--- src/rtl/uart_txfifo.sv ---
// Byte FIFO feeding a UART transmitter through a txrdy / active-low write handshake.
// Latency: a push into an idle, empty FIFO shows write=0 in the third cycle (push, load, ISSUE).
// Backpressure: full drops pushes and sets sticky overflow; the transmitter paces pops via txrdy.
module uart_txfifo #(
    parameter int DEPTH       = 16,
    parameter int ACK_TIMEOUT = 32
) (
    input  logic                     mclkx16,
    input  logic                     reset,
    input  logic                     wr_en,
    input  logic [7:0]               wr_data,
    output logic                     full,
    output logic                     empty,
    output logic [$clog2(DEPTH):0]   level,
    output logic                     overflow,
    input  logic                     clr_overflow,
    output logic                     busy,
    input  logic                     txrdy,
    output logic                     write,
    output logic [7:0]               tx_data
);

    localparam int AW = $clog2(DEPTH);
    localparam int LW = AW + 1;
    localparam int TW = $clog2(ACK_TIMEOUT) + 1;

    typedef enum logic [1:0] {
        IDLE     = 2'd0,
        ISSUE    = 2'd1,
        WAIT_ACK = 2'd2,
        WAIT_RDY = 2'd3
    } state_t;

    state_t          state_q, state_d;
    logic [AW-1:0]   wr_ptr_q, rd_ptr_q;
    logic [LW-1:0]   count_q, count_d;
    logic [TW-1:0]   tmr_q, tmr_d;
    logic [7:0]      tx_data_q;
    logic            write_q, busy_q, overflow_q;
    logic [7:0]      mem_q [DEPTH];
    logic            push, load;

    // Status is decoded straight from the registered count, so full is judged
    // before any pop happening in the same cycle.
    assign full     = (count_q == LW'(DEPTH));
    assign empty    = (count_q == '0);
    assign level    = count_q;
    assign overflow = overflow_q;
    assign busy     = busy_q;
    assign write    = write_q;
    assign tx_data  = tx_data_q;

    assign push = wr_en && !full;

    // Next-state logic for the transmit handshake; load marks the IDLE->ISSUE pop.
    always_comb begin
        state_d = state_q;
        tmr_d   = tmr_q;
        load    = 1'b0;
        case (state_q)
            IDLE: begin
                if (!empty && txrdy) begin
                    load    = 1'b1;
                    state_d = ISSUE;
                end
            end
            ISSUE: begin
                state_d = WAIT_ACK;
                tmr_d   = '0;
            end
            WAIT_ACK: begin
                if (!txrdy) begin
                    state_d = WAIT_RDY;
                    tmr_d   = '0;
                end else if (tmr_q == TW'(ACK_TIMEOUT - 1)) begin
                    // Transmitter never acknowledged; treat the byte as sent.
                    state_d = IDLE;
                    tmr_d   = '0;
                end else begin
                    tmr_d = tmr_q + 1'b1;
                end
            end
            WAIT_RDY: begin
                if (txrdy) begin
                    state_d = IDLE;
                end
            end
            default: state_d = IDLE;
        endcase
    end

    // Occupancy: simultaneous push and pop cancel out.
    always_comb begin
        count_d = count_q;
        case ({push, load})
            2'b10:   count_d = count_q + 1'b1;
            2'b01:   count_d = count_q - 1'b1;
            default: count_d = count_q;
        endcase
    end

    // Storage array has no reset; pointers and count define what is valid.
    always_ff @(posedge mclkx16) begin
        if (!reset && push) begin
            mem_q[wr_ptr_q] <= wr_data;
        end
    end

    // Pointers, count, FSM and registered outputs.
    always_ff @(posedge mclkx16) begin
        if (reset) begin
            state_q    <= IDLE;
            wr_ptr_q   <= '0;
            rd_ptr_q   <= '0;
            count_q    <= '0;
            tmr_q      <= '0;
            tx_data_q  <= 8'h00;
            write_q    <= 1'b1;
            busy_q     <= 1'b0;
            overflow_q <= 1'b0;
        end else begin
            state_q  <= state_d;
            tmr_q    <= tmr_d;
            count_q  <= count_d;
            write_q  <= (state_d != ISSUE);
            busy_q   <= (state_d != IDLE);
            if (push) begin
                wr_ptr_q <= wr_ptr_q + 1'b1;
            end
            if (load) begin
                rd_ptr_q  <= rd_ptr_q + 1'b1;
                tx_data_q <= mem_q[rd_ptr_q];
            end
            // A dropped push outranks a clear in the same cycle.
            if (wr_en && full) begin
                overflow_q <= 1'b1;
            end else if (clr_overflow) begin
                overflow_q <= 1'b0;
            end
        end
    end

endmodule

--- config.mk ---
export PLATFORM = sky130hd
export DESIGN_NAME = uart_txfifo
export DESIGN_NICKNAME = d
export VERILOG_FILES = /design/src/rtl/uart_txfifo.sv
export SDC_FILE = /design/constraint.sdc
export NUM_CORES = 1
export LEC_CHECK = 0
export ABC_AREA = 1
export BUFFER_PORTS_ARGS = -buffer_cell sky130_fd_sc_hd__buf_2
export CAP_MARGIN = 20
export CORE_UTILIZATION = 60
export CTS_CLUSTER_DIAMETER = 100
export CTS_CLUSTER_SIZE = 8
export DETAILED_ROUTE_END_ITERATION = 6
export PLACE_DENSITY_LB_ADDON = 0.08
export SETUP_SLACK_MARGIN = 0.5
export SKIP_CTS_REPAIR_TIMING = 1
export SLEW_MARGIN = 10
export SYNTH_ARGS = -nofsm -noshare
export SYNTH_HDL_FRONTEND = slang
export SYNTH_SLANG_ARGS = --single-unit
--- constraint.sdc ---
create_clock -name mclkx16 -period 3.1 [get_ports mclkx16]
set_input_delay 0.465 -clock mclkx16 [delete_from_list [all_inputs] [get_ports mclkx16]]
set_output_delay 0.465 -clock mclkx16 [all_outputs]
set_load 0.005 [all_outputs]
==> run summary <==
The number of H-tree levels is 4. The cell that appears most often on the critical path is nand2_1. Entering global routing, the biggest net connects 67 pins. The CTS sink count is 160.

Input and output buffers added on the ports amount to 30. The area added between synthesis and finish came out at 11.5%. The required arrival time at the worst endpoint is 3450 ps. The most common cell in the synthesized netlist is nand2_1. The initial antenna violation count came to 0. The final period demand of the worst path came out at 2380 ps. The number of hold violations in the final report came out at 0. The number of non-filler instances in the completed layout came out at 928. In the synthesized netlist, the cells that appear most often are 241 x nand2_1, 128 x edfxtp_1, 106 x inv_1, 106 x nand3_1, 32 x dfxtp_1. Power spread over the standard cell area amounts to 802 nW/um^2. The number of antenna cells inserted is 0. The initial standard-cell utilization of the core came out at 62.2%. After synthesis, the share of flip-flops with an asynchronous set or reset is 0%. The clock tree from TritonCTS is built. Grouping stages by cell kind, the critical path spends the most delay in simple AND/OR/NAND/NOR gates. Summed over all layers, the global routing overflow is 0. The number of slew-limit violations in the final report was 0. The overall die area came out at 12400 um^2.

The count of mapped cells out of synthesis is 746. For this run, the leading register cell type out of synthesis is edfxtp_1. The data arrival time of the critical path is 2730 ps. The synthesized area came out at 7170 um^2. The cell sitting at the root of the clock tree is a clkbuf_16. The first-pass iteration count of the detailed router came out at 7. The final core area utilization is 69.4%. The final setup violation count came out at 0.

The category of the worst setup path launch point is a flop. The worst slew margin relative to its limit is 42.6%. After legalization and detailed placement, the total HPWL measured 9.49 mm. The die outline height is 111 um. The filler cell count in the final layout came out at 879. Global routing used 26.5% of the available tracks across all layers. The fraction of the cycle the final worst path needs came out at 76.8%. The worst hold path belongs to the class input pin to flop.

The clock latency reported for the late side of the worst-skew pair is 420 ps. The number of global-route vias before repair is 4816. The highest clock rate is 0.420 GHz. Traced cell by cell, the critical path runs through inv_1 > ha_1 > inv_1 > nor2_8 > ha_2 > xor2_1 > ha_1 > inv_1 > nand2_1 > nand3_1 > nand2_1 > nand2_1 > nand2_1 > nand2_1 > a21oi_1. From left edge to right edge, the die measures 111 um. Dividing the detail-routed wire length by the instance count gives 16.6 um. The final reports fail on design-rule violations.

The first-pass GRT wire length is 24.4 mm. The number of clock buffers inserted by TritonCTS is 17. The cell area after layout came out at 7990 um^2.

The buffers plus inverters on the worst setup path is 3. After synthesis, the cell types taking the most area are edfxtp_1 54%, nand2_1 13%, dfxtp_1 8.9%, nand3_1 7.4%, inv_1 5.6%. The final routed wirelength across all metal layers came out at 15.4 mm. On the worst path, the slowest cell contributes a delay of 330 ps. At the end of routability-driven placement, the weighted congestion stood at 0.859. The number of unique standard cell types used by synthesis is 29. The standard-cell row count is 39. After the first detailed-routing iteration, the DRC count stood at 453. The instance area after placement came out at 7380 um^2. The DRC violations left is 2. The largest driver fanout on the critical path came out at 20. The max-cap violation count came out at 0.

The worst ir drop on vdd came out at 0.000503 V. Setup repair after global routing left no endpoint under its margin. The startpoint-to-endpoint class of the critical path is flop to flop.

Between clock sinks in the finished design, the worst skew comes to 6.15 ps. The average footprint of a synthesized cell came out at 9.61 um^2. Of the cells placed in the final design, the portion with a size suffix greater than 1 is 9.55%. The number of register bits inferred by synthesis came out at 160. Synthesis produced a netlist with a net count of 773. The via density per instance is 5.42. The proportion of synthesized chip area in sequential cells came out at 62.6%. The category of the worst setup path capture point is a flop. The total via count in the routed design is 5030. The yosys synthesis warning count came out at 0. The post-route setup TNS came out at 0 ps.

Including well taps, the total number of placed cells is 895. The biggest area contributor in the post-synthesis netlist is edfxtp_1. The clock transition at the registers of the reported paths came out at 60 ps. The number of synthesized flops with an enable pin came out at 128. The cell with the biggest individual delay on the critical path is dfxtp_1. The flow ran to the end, but the final reports show violations.

The count of pins on the block boundary is 31. The deepest clock path buffer count came out at 2. The core region is 11500 um^2. The leakage power figure came out at 0.00350 uW. In this run the remaining antenna-violating nets after routing total 0. The fraction of post-synthesis cell area in the top cell type by area came out at 53.6%. For the pin with the worst max-slew slack, the measured transition is 857 ps. For this run, the post-layout net count is 799.
==> worst min-delay path: cells and delay by family <==
kind / cells / cell delay (ps)
buffers and inverters: 2 / 100
and+or+nand+nor: 1 / 40
AOI/OAI and AO/OA: 1 / 50
==> layout make-up <==
cell class	count	area, um^2	share of cell area, %
Timing Repair Buffer	37	235	2.94
Inverter	110	413	5.17
Tap cell	143	179	2.24
Multi-Input combinational cell	446	2100	26.3
Clock buffer	21	440	5.51
Sequential cell	160	4490	56.1
Clock inverter	11	139	1.74
==> cells by family (layout without fill, tap and decap cells) <==
group | count (synthesis) | in the layout | synth area share, %
AND/OR/NAND/NOR | 388 | 388 | 23.0
buffers and inverters | 140 | 179 | 8.17
adder cells (fa/ha/maj) | 14 | 14 | 2.44
flip-flops | 160 | 160 | 62.6
AO/OA/AOI/OAI | 36 | 36 | 2.86
XOR/XNOR | 8 | 8 | 0.978
==> cells in the final DEF (no fill, tap or decap), types with 2 or more instances in the layout <==
cell type	Yosys	final
dfxtp_1	32	31
buf_2	15	30
bufinv_16	0	3
clkinv_2	0	4
nor3_1	3	3
ha_1	14	13
buf_4	7	5
inv_1	106	106
nand4_1	2	2
inv_2	2	2
clkbuf_16	0	17
o21a_1	8	8
o21ai_0	9	9
nand3_1	106	106
nand2_1	241	241
nand2_2	3	3
a21oi_1	17	17
xor2_1	6	6
xnor2_1	2	2
nor2_1	27	27
clkinv_1	2	3
clkbuf_1	6	4
edfxtp_1	128	128
==> path summary, 6_finish.rpt <==
| check | from | to | slack (ps) | cells past startpoint |
|---|---|---|---|---|
| worst min-delay path | clr_overflow | overflow$_SDFFE_PP0P_ | 290 | 4 |
| worst max-delay path | state_q[0]$_SDFF_PP0_ | level[4]$_SDFFE_PP0P_ | 720 | 15 |
| worst min register to register | overflow$_SDFFE_PP0P_ | overflow$_SDFFE_PP0P_ | 460 | 2 |
| worst max register to register | state_q[0]$_SDFF_PP0_ | level[4]$_SDFFE_PP0P_ | 720 | 15 |
==> stage by stage <==
stage	worst slack, ps	hold WS (ps)	power, uW
floorplan	962	460	3880
global placement	779	448	4290
detailed placement	732	452	4340
CTS	694	279	6390
global route	544	303	6740
finish	720	294	6410
==> routing by layer <==
layer  vias to the layer above  track usage, %  part of all wire (%)  wire length, um
met4                         0            13.9                   3.0              467
li1                       2468               -                     -                -
met1                      2366            34.0                    42             6520
met2                       164            42.9                    49             7540
met5                         -               0                     0                0
met3                        32            5.30                   5.6              860
==> state kept, by name, summed over array words and instances, names as in the netlist <==
register	flops
mem_q	128
tx_data	8
tmr_q	6
level	5
rd_ptr_q	4
wr_ptr_q	4
state_q	2
busy	1
overflow	1
write	1
==> power breakdown <==
group	leakage [uW]	switching, uW	internal [uW]
Combinational	0.00180	1210	604
Sequential	0.00142	91.8	2450
Clock	0.000283	796	1260
Note: power is estimated with default switching activity, not from simulation.
